`config.mk`:
```
export PLATFORM = sky130hd
export DESIGN_NAME = pc_gen
export DESIGN_NICKNAME = d
export VERILOG_FILES = /design/src/rtl/pc_gen.sv
export SDC_FILE = /design/constraint.sdc
export NUM_CORES = 1
export LEC_CHECK = 0
export ABC_AREA = 1
export ABC_CLOCK_PERIOD_IN_PS = 3530
export CAP_MARGIN = 0
export CORE_MARGIN = 2
export CORE_UTILIZATION = 47
export CTS_CLUSTER_DIAMETER = 50
export DETAILED_ROUTE_END_ITERATION = 8
export PLACE_DENSITY = 0.87
export SYNTH_ARGS = -nofsm -noshare
export SYNTH_HDL_FRONTEND = slang
export SYNTH_SLANG_ARGS = --single-unit
```
`constraint.sdc`:
```
create_clock -name clk -period 3.53 [get_ports clk]
set_clock_uncertainty 0.1 [all_clocks]
set_input_delay 0.706 -clock clk [delete_from_list [all_inputs] [get_ports clk]]
set_output_delay 0.706 -clock clk [all_outputs]
set_load 0.05 [all_outputs]
```
`src/rtl/pc_gen.sv`:
```
// pc_gen: IF-stage PC generator (seq/jump/beq/jr select, imem_ready stall, 1-deep pending redirect, misalign pulse); ports clk, rst_n, pc_write, pc_src, beq_target, jr_target, pc_4_id, offset, imem_ready -> pc, pc_plus, fetch_valid, redirect_pending, misalign; define PC_EXC_EN to add exc -> epc exception entry at EXC_VEC
module pc_gen #(
  parameter int WIDTH = 32,
  parameter logic [WIDTH-1:0] RESET_VEC = '0,
  parameter int INC = 4,
  parameter logic [WIDTH-1:0] EXC_VEC = WIDTH'(32'h80000180)
) (
  input  logic             clk,
  input  logic             rst_n,
  input  logic             pc_write,
  input  logic [1:0]       pc_src,
  input  logic [WIDTH-1:0] beq_target,
  input  logic [WIDTH-1:0] jr_target,
  input  logic [WIDTH-1:0] pc_4_id,
  input  logic [WIDTH-5:0] offset,
  input  logic             imem_ready,
`ifdef PC_EXC_EN
  input  logic             exc,
  output logic [WIDTH-1:0] epc,
`endif
  output logic [WIDTH-1:0] pc,
  output logic [WIDTH-1:0] pc_plus,
  output logic             fetch_valid,
  output logic             redirect_pending,
  output logic             misalign
);
  logic [WIDTH-1:0] raw, tgt, pend_target;
  logic pend_valid, redirect, unused_ok;
  always_comb begin
    raw = pc_src == 2'b01 ? {pc_4_id[WIDTH-1:WIDTH-4], offset} : pc_src == 2'b10 ? beq_target : jr_target;
    tgt = {raw[WIDTH-1:2], 2'b00};
  end
  assign redirect = |pc_src;
  assign pc_plus = pc + WIDTH'(INC);
  assign redirect_pending = pend_valid;
  assign unused_ok = &{1'b0, pc_4_id[WIDTH-5:0]};
  always_ff @(posedge clk or negedge rst_n)
    if (!rst_n) begin
      pc <= RESET_VEC;
      pend_valid <= 1'b0;
      pend_target <= '0;
      fetch_valid <= 1'b0;
      misalign <= 1'b0;
`ifdef PC_EXC_EN
      epc <= '0;
`endif
    end else begin
      fetch_valid <= 1'b1;
      misalign <= redirect && |raw[1:0];
`ifdef PC_EXC_EN
      if (exc) begin
        epc <= pc;
        pc <= EXC_VEC;
        pend_valid <= 1'b0;
        misalign <= 1'b0;
      end else
`endif
      if (pc_write) begin
        if (redirect) begin
          pc <= tgt;
          pend_valid <= 1'b0;
        end else if (pend_valid) begin
          pc <= pend_target;
          pend_valid <= 1'b0;
        end else if (imem_ready) pc <= pc_plus;
      end else if (redirect) begin
        pend_target <= tgt;
        pend_valid <= 1'b1;
      end
    end
endmodule

```
==> results by group, run 1 <==
Critical path
  – Family with the most delay on the worst path: buffers and inverters
  – Crit path from: pc[2]
  – Peak per-stage delay on the critical path: approximately 0.8 ns
  – Critical path buffer and inverter count: 1
  – Worst Path Required: about 2.7 ns
  – Reg2Reg Launch Point: redirect_pending
  – Arrival time at the worst endpoint: 2.56 ns
  – Critical path class: flop to output port
  – Top cell by count, worst path: nand2_1
  – R2r setup slk: approximately 1.3 ns
  – End of the worst register-to-register path: pc[5]
  – Worst Setup End Kind: output port
  – Worst r2r path cells: 8
  – Critical-path top delay cell: clkdlybuf4s50_1
  – CP Max Fanout: 5
  – Worst-path cell chain: ha_1, nand2_1, nor2_2, nand3b_1, nor2_1, nand2_1, nand2_1, clkdlybuf4s50_1
  – Startpoint types: flop

Cells and area
  – Final non-filler cell total: 1,011
  – Share of cells above drive strength 1: 8.087%
  – Commonest non-fill, non-tap cell in the layout: nand2_1
  – Area grow syn2layout: 43.21%
  – Design area: 6626 um^2
  – Inserted Diodes: 0
  – Commonest non-fill, non-tap cells in the layout: nand2_1, clkdlybuf4s50_1, nor2_1
  – Nets: 1,004

Routing
  – DRT antenna net count: 0
  – DRT Pass-1 Iters: 6
  – Vias: around 5,200
  – Final wirelength: roughly 14 mm
  – Avg Vias per Cell: approximately 5
  – Routed WL per cell: 14.14 um
  – Detailed Route Iter0 Violations: between 300 and 400
  – Drt drc: 0

Clocking
  – Cts bufs inserted: 9
  – Clk slew on worst S/H paths: 0.07 ns
  – H-Tree Depth: 3
  – Root buf cell: clkbuf_8
  – Clock latency at the later pin of the worst-skew pair: 0.34 ns
  – Hold_buf cts: 0
  – Clock sinks: 63
  – CTS tree: done
  – Clk buf depth: 2

Synth
  – Post-Syn Area: about 4600 um^2
  – Syn avg cell area: around 6.4 um^2
  – Sequential fraction of the synthesis area: between 30% and 40%
  – Synth unique cells: 27
  – Post-synthesis instance total: 723
  – Synth Register Bits: 63
  – Synthesis warning total: 0

Timing
  – Tmin final: approximately 3.4 ns
  – Post-route clock period utilization: between 90 and 100%
  – Hold slack: 0.3982 ns
  – RSZ-0062 raised after global routing: no
  – Max-slew violations: 0
  – Slew HR: between 40% and 50%
  – # setup viols final: 0
  – Slew @ Worst Pin: about 0.82 ns
  – Endpoints failing hold: 0
  – Setup TNS: 0 ns
  – Setup ws final: around 0.17 ns
  – FMAX: between 0.2 and 0.3 GHz

Place
  – DP Wirelength: roughly 11 mm
  – Final GP Congestion: approximately 0.95
  – Port Buffer Count: about 160
  – Dpl cells: 995
  – Placed Instance Area: between 6000 and 7000 um^2
  – Pre-CTS WS: roughly 0.44 ns

Global route
  – Initial antenna violation count: 0
  – Largest net degree at the start of global routing: 64
  – Gr ovfl total: 0
  – First-pass GRT wire length: between 20 and 25 mm
  – Total GRT Usage: 26.81%
  – Vias in the first global route: between 4,000 and 5,000

Power and ir drop
  – Leak: around 3.2 nW
  – Gate power share: between 40% and 50%
  – Reg power frac: between 30% and 40%
  – PD cells: 456.5 nW/um^2
  – Pint: 0.001760 W
  – Net Sw Frac: 41.83%
  – Worst VDD drop: 0.2345 mV
  – Clock network power share: between 20 and 25%
  – P_sw: 0.001265 W

Floorplanning
  – Std-Cell Rows: 36
  – Initial core utilization: between 40% and 50%
  – Core area: about 9700 um^2
  – Die height: about 100 um
  – Ports: between 150 and 200
  – Die ar.: 10,650 um^2
  – Die Wd: about 100 um

Min path
  – Hold Crit Class: flop to flop
  – Hold Path Stages: 2
  – Hold EP: pend_target[2]
  – Hold Crit Start: pend_target[2]

Job
  – Max_cap viols: 0

Outcome
  – Outcome: finished, final reports clean
==> cell type report <==
cell class	count	area (um^2)
clock buffers	11	151.4
clock inverters	5	80.08
fillers	795	3058
inverters	65	244.0
multi-input cells	561	2631
flip-flops and latches	63	1577
well taps	133	166.4
repair buffers	173	1777
==> layer usage <==
metal | up-vias | share of wire (%) | track usage, %
li1 | 2573 | - | -
met3 | 25 | 7.9 | 4.973
met2 | 241 | 46 | 41.61
met1 | 2336 | 44 | 38.29
met5 | - | 0 | 0
met4 | 0 | 2.4 | 8.198
==> synth_stat cells, drive strengths merged <==
cell type / number / area [um^2]
mux2: 28 / 315.3
inv: 65 / 244.0
xnor2: 3 / 26.28
a31oi: 35 / 219.0
o211ai: 3 / 22.52
buf: 28 / 160.2
nand2: 244 / 923.4
o21ai: 23 / 115.1
dfrtp: 63 / 1577
nand3: 32 / 160.2
conb: 2 / 7.510
o32ai: 1 / 8.760
nor2: 155 / 604.3
nor3: 2 / 10.01
ha: 1 / 12.51
xor2: 4 / 35.03
nand4: 1 / 6.260
nand3b: 3 / 22.52
clkbuf: 9 / 33.78
a21oi: 21 / 123.9
==> worst min-delay path: stages, from the launching register on <==
cell and delay, ns:
dfrtp_1 0.35, nand2_1 0.05, o21ai_0 0.06
==> per-stage QoR <==
stage | total power (W) | utilization, %
CTS | 0.003021 | 68.06
global route | 0.003161 | 68.42
finish | 0.003025 | 68.42
detailed placement | 0.002294 | 65.67
global placement | 0.002269 | 65.67
floorplan | 0.001798 | -
==> how the worst max path moves through the flow <==
stage | slack (ns) | endpoint | cells after the start
floorplan | 0.68 | pc_plus[31] | 6
global placement | 0.49 | pc_plus[26] | 8
detailed placement | 0.44 | pc_plus[26] | 8
CTS | 0.07 | pc_plus[26] | 8
global route | 0.01 | pc_plus[27] | 7
finish | 0.17 | pc_plus[20] | 8
==> power by group through the flow <==
stage	combinational, W	clock (W)	sequential, W
finish	0.00133	0.000732	0.000966
detailed placement	0.00132	0	0.000974
floorplan	0.000663	0	0.00113
global placement	0.00130	0	0.000968
CTS	0.00133	0.000734	0.000960
global route	0.00142	0.000760	0.000981
==> sequential cells by signal, indices dropped and copies added, names as in the netlist <==
name              flops
fetch_valid           1
misalign              1
pc                   30
pend_target          30
redirect_pending      1
==> what timing repair did <==
action,in CTS,in global routing
setup endpoints to repair,0,14
buffers inserted,0,0
gates resized for setup,0,14
==> cells by family after synthesis <==
| family | count (synthesis) | share of synthesized area (%) |
|---|---|---|
| compound gates | 83 | 10.57 |
| mux | 28 | 6.814 |
| flops | 63 | 34.07 |
| buf+inv | 102 | 9.465 |
| xor+xnor | 7 | 1.325 |
| simple gates | 437 | 37.32 |
| other cells | 2 | 0.1623 |
| fa+ha+maj | 1 | 0.2704 |
No activity file was read; power rests on OpenSTA's default activity.
==> inputs of run 2 (changes only) <==
--- a/config.mk
+++ b/config.mk
@@ -8,11 +8,14 @@
 export ABC_AREA = 1
 export ABC_CLOCK_PERIOD_IN_PS = 3530
 export CAP_MARGIN = 0
+export CELL_PAD_IN_SITES_DETAIL_PLACEMENT = 0
+export CELL_PAD_IN_SITES_GLOBAL_PLACEMENT = 2
 export CORE_MARGIN = 2
-export CORE_UTILIZATION = 47
+export CORE_UTILIZATION = 23
 export CTS_CLUSTER_DIAMETER = 50
 export DETAILED_ROUTE_END_ITERATION = 8
-export PLACE_DENSITY = 0.87
+export PLACE_DENSITY_LB_ADDON = 0.1
+export SKIP_CTS_REPAIR_TIMING = 1
 export SYNTH_ARGS = -nofsm -noshare
 export SYNTH_HDL_FRONTEND = slang
 export SYNTH_SLANG_ARGS = --single-unit
==> run 2 against run 1 <==
Against the previous run:
- count of clock-buffer cells in the layout is 2 higher
- largest cell class unchanged
- first-iteration DRC count is 24% lower
- critical path depth is 1 lower
- hold slack worse by 0.092 ns
- sequential power is 0.4% higher
- clock power is 21% higher
- sequential share of layout area is 0.84 points lower
- sequential cell count stayed put
- final area is 3.7% higher
- fmax is 1.6% higher
- combinational power hardly changed
==> results by group, run 2 (same netlist as run 1, synthesis figures left out) <==
Outcome
  – Outcome: finished, final reports clean

Critical path
  – Worst r2r path cells: 9 (+1)
  – End of the worst register-to-register path: pc[18]
  – Arrival time at the worst endpoint: 2.50 ns (-0.06 ns)
  – Critical-path top delay cell: clkdlybuf4s50_1
  – Peak per-stage delay on the critical path: 0.81 ns (about the same)
  – R2r setup slk: 1.55 ns (+0.27 ns)
  – Worst-path cell chain: nand2_1, nor2_1, nand2_1, nor2_1, nand3_1, nand2_1, clkdlybuf4s50_1
  – CP Max Fanout: 6 (+1)
  – Worst Setup End Kind: output port
  – Top cell by count, worst path: nand2_1
  – Startpoint types: flop
  – Worst Path Required: 2.72 ns (about the same)
  – Crit path from: pc[13]
  – Critical path class: flop to output port
  – Reg2Reg Launch Point: pc[3]

Timing
  – Slew @ Worst Pin: 0.6620 ns (-0.1535 ns)
  – Tmin final: 3.308 ns (-0.05332 ns)
  – Max-slew violations: 0 (unchanged)
  – FMAX: 0.3023 GHz (+1.6%)
  – Endpoints failing hold: 0 (unchanged)
  – Hold slack: 0.3058 ns (-0.09238 ns)
  – Post-route clock period utilization: 93.72% (-1.5 points)
  – Setup TNS: 0 ns (unchanged)
  – RSZ-0062 raised after global routing: no
  – # setup viols final: 0 (unchanged)
  – Setup ws final: 0.2217 ns (+0.05332 ns)
  – Slew HR: 55.87% (+10 points)

Clocking
  – Clock sinks: 63 (unchanged)
  – H-Tree Depth: 3 (unchanged)
  – Root buf cell: clkbuf_16
  – Clk slew on worst S/H paths: 0.05 ns (-0.02 ns)
  – CTS tree: done
  – Cts bufs inserted: 9 (unchanged)
  – Clock latency at the later pin of the worst-skew pair: 0.33 ns (about the same)
  – Clk buf depth: 2 (unchanged)

Routing
  – Vias: 5,061 (-2.2%)
  – Detailed Route Iter0 Violations: 268 (-24%)
  – DRT antenna net count: 0 (unchanged)
  – Drt drc: 0 (unchanged)
  – DRT Pass-1 Iters: 5 (-1)
  – Final wirelength: 17.47 mm (+22%)
  – Routed WL per cell: 15.23 um (+7.7%)
  – Avg Vias per Cell: 4.412 (-14%)

Place
  – Dpl cells: 1,131 (+14%)
  – Port Buffer Count: 164 (unchanged)
  – Placed Instance Area: 6555 um^2 (+3.1%)
  – Pre-CTS WS: 0.3687 ns (-0.07434 ns)
  – Final GP Congestion: 0.7899 (-16%)
  – DP Wirelength: 13.27 mm (+26%)

Job
  – Max_cap viols: 0 (unchanged)

Global route
  – Vias in the first global route: 4,987 (+9.4%)
  – Met2 Use GR: 23.94% (-18 points)
  – Gr ovfl total: 0 (unchanged)
  – Met3 Use GR: 2.476% (-2.5 points)
  – Initial antenna violation count: 0 (unchanged)
  – Total GRT Usage: 16.58% (-10 points)
  – GR Util met1: 25.04% (-13 points)
  – Largest net degree at the start of global routing: 62 (-3.1%)
  – Busiest grt layer: met1
  – First-pass GRT wire length: 27.84 mm (+25%)

Floorplanning
  – Die ar.: 21,270 um^2 (+100%)
  – Initial core utilization: 23.62% (-24 points)
  – Ports: 197 (unchanged)
  – Die height: 145.8 um (+41%)
  – Core area: 19,590 um^2 (+100%)
  – Std-Cell Rows: 51 (+42%)
  – Die Wd: 145.8 um (+41%)

Cells and area
  – Share of cells above drive strength 1: 8.730% (+0.64 points)
  – Final non-filler cell total: 1,147 (+13%)
  – Fill cells: 2,163 (+170%)
  – Inserted Diodes: 0 (unchanged)
  – Design area: 6870 um^2 (+3.7%)
  – Commonest non-fill, non-tap cell in the layout: nand2_1
  – Nets: 1,008 (+0.40%)
  – Commonest non-fill, non-tap cells in the layout: nand2_1, clkdlybuf4s50_1, nor2_1
  – Area grow syn2layout: 48.49%
  – Leading registers by flop count: pc (30), pend_target (30)

Power and ir drop
  – PD cells: 466.2 nW/um^2 (+2.1%)
  – Leak: 3.203 nW (+0.55%)
  – Worst VDD drop: 0.1630 mV (-30%)

Min path
  – Hold Crit Class: input port to asynchronous set/reset pin
## run 2: changes by cell type in the layout (fill, tap and decap cells not counted)
cell            delta
clkinvlp_4         -1
dlymetal6s2s_1     -5
buf_12             +1
bufinv_16          -1
clkbuf_16          +9
clkbuf_1           +3
clkbuf_8          -10
buf_4              +8
## run 2: how the worst max path moves through the flow
stage                       end  slack, ns  depth (start not counted)
floorplan           pc_plus[31]       0.68                          6
global placement    pc_plus[18]       0.39                          8
detailed placement  pc_plus[18]       0.37                          8
CTS                 pc_plus[18]      0.003                          8
global route        pc_plus[19]       0.02                          7
finish              pc_plus[27]       0.22                          7
## run 2: worst max-delay path, delay by kind of cell (launching register included)
kind	cells	cell delay, ns
buffers and inverters	1	0.81
flip-flops	1	0.46
AND/OR/NAND/NOR	6	0.89
## run 2: where the power goes
group | leakage (nW) | internal, W | switching, W
Clock | 0.140 | 0.000565 | 0.000322
Combinational | 2.34 | 0.000491 | 0.000855
Sequential | 0.726 | 0.000839 | 0.000131
## run 2: area by class of cell
type / count / area (um^2) / share of cell area, %
Multi-Input combinational cell: 561 / 2631 / 38.30
Timing Repair Buffer: 177 / 1794 / 26.12
Sequential cell: 63 / 1577 / 22.95
Tap cell: 265 / 331.6 / 4.826
Clock buffer: 13 / 250.2 / 3.642
Inverter: 65 / 244.0 / 3.551
Clock inverter: 3 / 42.54 / 0.6192
## run 2: routing by layer
layer | wire, um | share of wire (%)
met2 | 6955 | 40
met5 | 0 | 0
met3 | 1048 | 6.0
met4 | 336 | 1.9
met1 | 9127 | 52
## run 2: metrics by stage
stage	total power [W]	util, %
finish	0.003203	35.07
global route	0.003398	35.07
CTS	0.003246	34.96
detailed placement	0.002343	33.46
global placement	0.002331	33.46
floorplan	0.001798	-
==> patch (settings of run 1) <==
Build with the macro `PC_EXC_EN` defined.
--- a/src/rtl/pc_gen.sv
+++ b/src/rtl/pc_gen.sv
@@ -1,3 +1,5 @@
 // pc_gen: IF-stage PC generator (seq/jump/beq/jr select, imem_ready stall, 1-deep pending redirect, misalign pulse); ports clk, rst_n, pc_write, pc_src, beq_target, jr_target, pc_4_id, offset, imem_ready -> pc, pc_plus, fetch_valid, redirect_pending, misalign; define PC_EXC_EN to add exc -> epc exception entry at EXC_VEC
+`define PC_EXC_EN
+
 module pc_gen #(
   parameter int WIDTH = 32,
Ports: changed (added epc and exc); port bits go from 197 to 230. The function was not compared with the original's and may differ.
==> patch against run 1 <==
- setup slack got worse by 0.034 ns
- register-to-register slack got worse by 0.33 ns
- total power increased by 20%
- routed wire length increased by 27%
- die area increased by 21%
- area after synthesis increased by 22%
- worst hold slack got worse by 0.12 ns
- design area increased by 21%
- sequential cell count increased by 30
- largest power group unchanged
==> patch: results (changes against run 1) <==
The proportion of register bits with asynchronous set or reset after synthesis is 1.00 (unchanged). The distinct cell type count of the synthesized netlist is 32 (was 27), and the relative max-transition margin is 0.215 (was 0.456). The tools report the total routing usage reported by global routing as 0.280 (was 0.268). The logs give 0.388 ns (was 0.443 ns) for the setup slack after placement and 6138 (was 5175) for the number of vias after detailed routing.

For the portion of the post-synthesis area used by sequential elements, the log shows 0.412 (was 0.341). The worst endpoint data arrival time is 2.59 ns (was 2.56 ns), and the average routed wire per standard cell is 15.9 um (was 14.1 um). The run gives 0.95 ns (was 1.28 ns) as the flop-to-flop setup slack. Area contributors post-synth: dfrtp_1 41%, nand2_1 21%, nand3_1 5.1% (was dfrtp_1 34%, nand2_1 20%, nor2_1 12%).

The final weighted congestion in routability-driven placement is 0.964 (was 0.946), and the areal power density over the cells is 451 nW/um2 (was 457 nW/um2). The tools report the final-layout fill cell count as 998 (was 795). The layout cell share with drive strength beyond 1 is 0.0671 (was 0.0809).

The leakage power was 3.87 nW (was 3.19 nW). The flow ran to the end, and the final reports show no timing, DRC or antenna violations. The quantity of I/O buffers inserted on ports is 195 (was 164), and the worst-case reg-to-reg path depth is 9 (was 8).

The clock network power is 967 uW (was 732 uW). First-pass GRT wire length: 28400 um (was 22300 um). The switching share of power is 0.383 (was 0.418). Cell types with the highest counts after synthesis: 314 x nand2_1, 93 x dfrtp_1, 71 x inv_1, 57 x nand3_1, 43 x o21ai_0 (was 241 x nand2_1, 148 x nor2_1, 63 x dfrtp_1, 63 x inv_1, 35 x a31oi_1). The detailed placer's ending HPWL came out at 13700 um (was 10600 um).

The routed via count divided by cell count was 5.36 (was 5.12). The clock root buffer was clkbuf_16 (was clkbuf_8). The post-synthesis average cell area came out at 6.98 um2 (was 6.40 um2). Maximum resistive drop on vdd: 269 uV (was 234 uV). The path type of the worst min-delay path was primary input to async pin (was register to register). The run gives 7510 um (was 6320 um) as the post-route met1 wirelength. Largest registers: epc (30), pc (30), pend_target (30) (was pc (30), pend_target (30)). The number of DRC markers in iteration 0 is 625 (was 353). End of the worst register-to-register path: pc[9]$_DFFE_PN0P_ (was pc[5]$_DFFE_PN0P_). The largest net degree at the start of global routing was 52 (was 64). Number of placed instances, taps included: 1129 (was 995).

The number of global-route vias before repair was 5674 (was 4559). The critical path endpoint is pc_plus[16] (was pc_plus[20]). The minimum clock period after layout was 3.40 ns (was 3.36 ns); the peak fanout along the critical path was 6 (was 5).

The detailed route wirelength on metal2 came out at 8480 um (was 6510 um).
==> patch: cell count changes after synthesis, sizes merged, moves of 2 or more <==
cell / delta
a31oi: -33
clkbuf: +9
o211ai: +23
a21oi: +13
nor2: -103
nand2: +80
dfrtp: +30
o22ai: +27
a21o: +2
mux2: -28
inv: +10
o21ai: +30
nand3: +25
==> patch: per-layer routing <==
metal | GRT usage | vias to the layer above
met2 | 0.445 | 348
met3 | 0.0494 | 48
met1 | 0.382 | 2769
met5 | 0 | -
met4 | 0.117 | 0
li1 | - | 2973
==> patch: kinds of logic after synthesis <==
kind of cell,Yosys count,share of synthesized area
XOR/XNOR,8,0.0137
other,2,0.00133
AND/OR/NAND/NOR,440,0.335
buffers and inverters,120,0.0875
AO/OA/AOI/OAI,145,0.148
adder cells (fa/ha/maj),1,0.00222
flip-flops,93,0.412
==> patch: what timing repair did <==
item                                    CTS  global route
gates resized for setup                   0             5
endpoints found under the setup margin    0             5
setup buffers                             0             0
==> patch: layout make-up <==
cell class | instances | area [um2] | area share
repair buffers | 213 | 2110 | 0.262
inverters | 75 | 282 | 0.0350
well taps | 147 | 184 | 0.0229
clock inverters | 5 | 50.0 | 0.00622
clock buffers | 11 | 243 | 0.0302
flip-flops and latches | 93 | 2330 | 0.289
multi-input cells | 601 | 2850 | 0.354
==> patch: per-stage QoR <==
step                      hold WS (ns)  cell area (um2)
after global routing             0.318             8040
after global placement           0.355             7730
after floorplan                  0.310             5660
final                            0.277             8040
after detailed placement         0.361             7730
after CTS                        0.292             8030
==> patch: worst max-delay path, stage by stage, from the launching register on <==
cell,delay [ns]
dfrtp_1,0.44
ha_1,0.24
nand2_2,0.11
nor2_8,0.19
nand2_4,0.11
nor2_4,0.15
nand2_1,0.06
nand2_1,0.11
clkdlybuf4s50_1,0.83
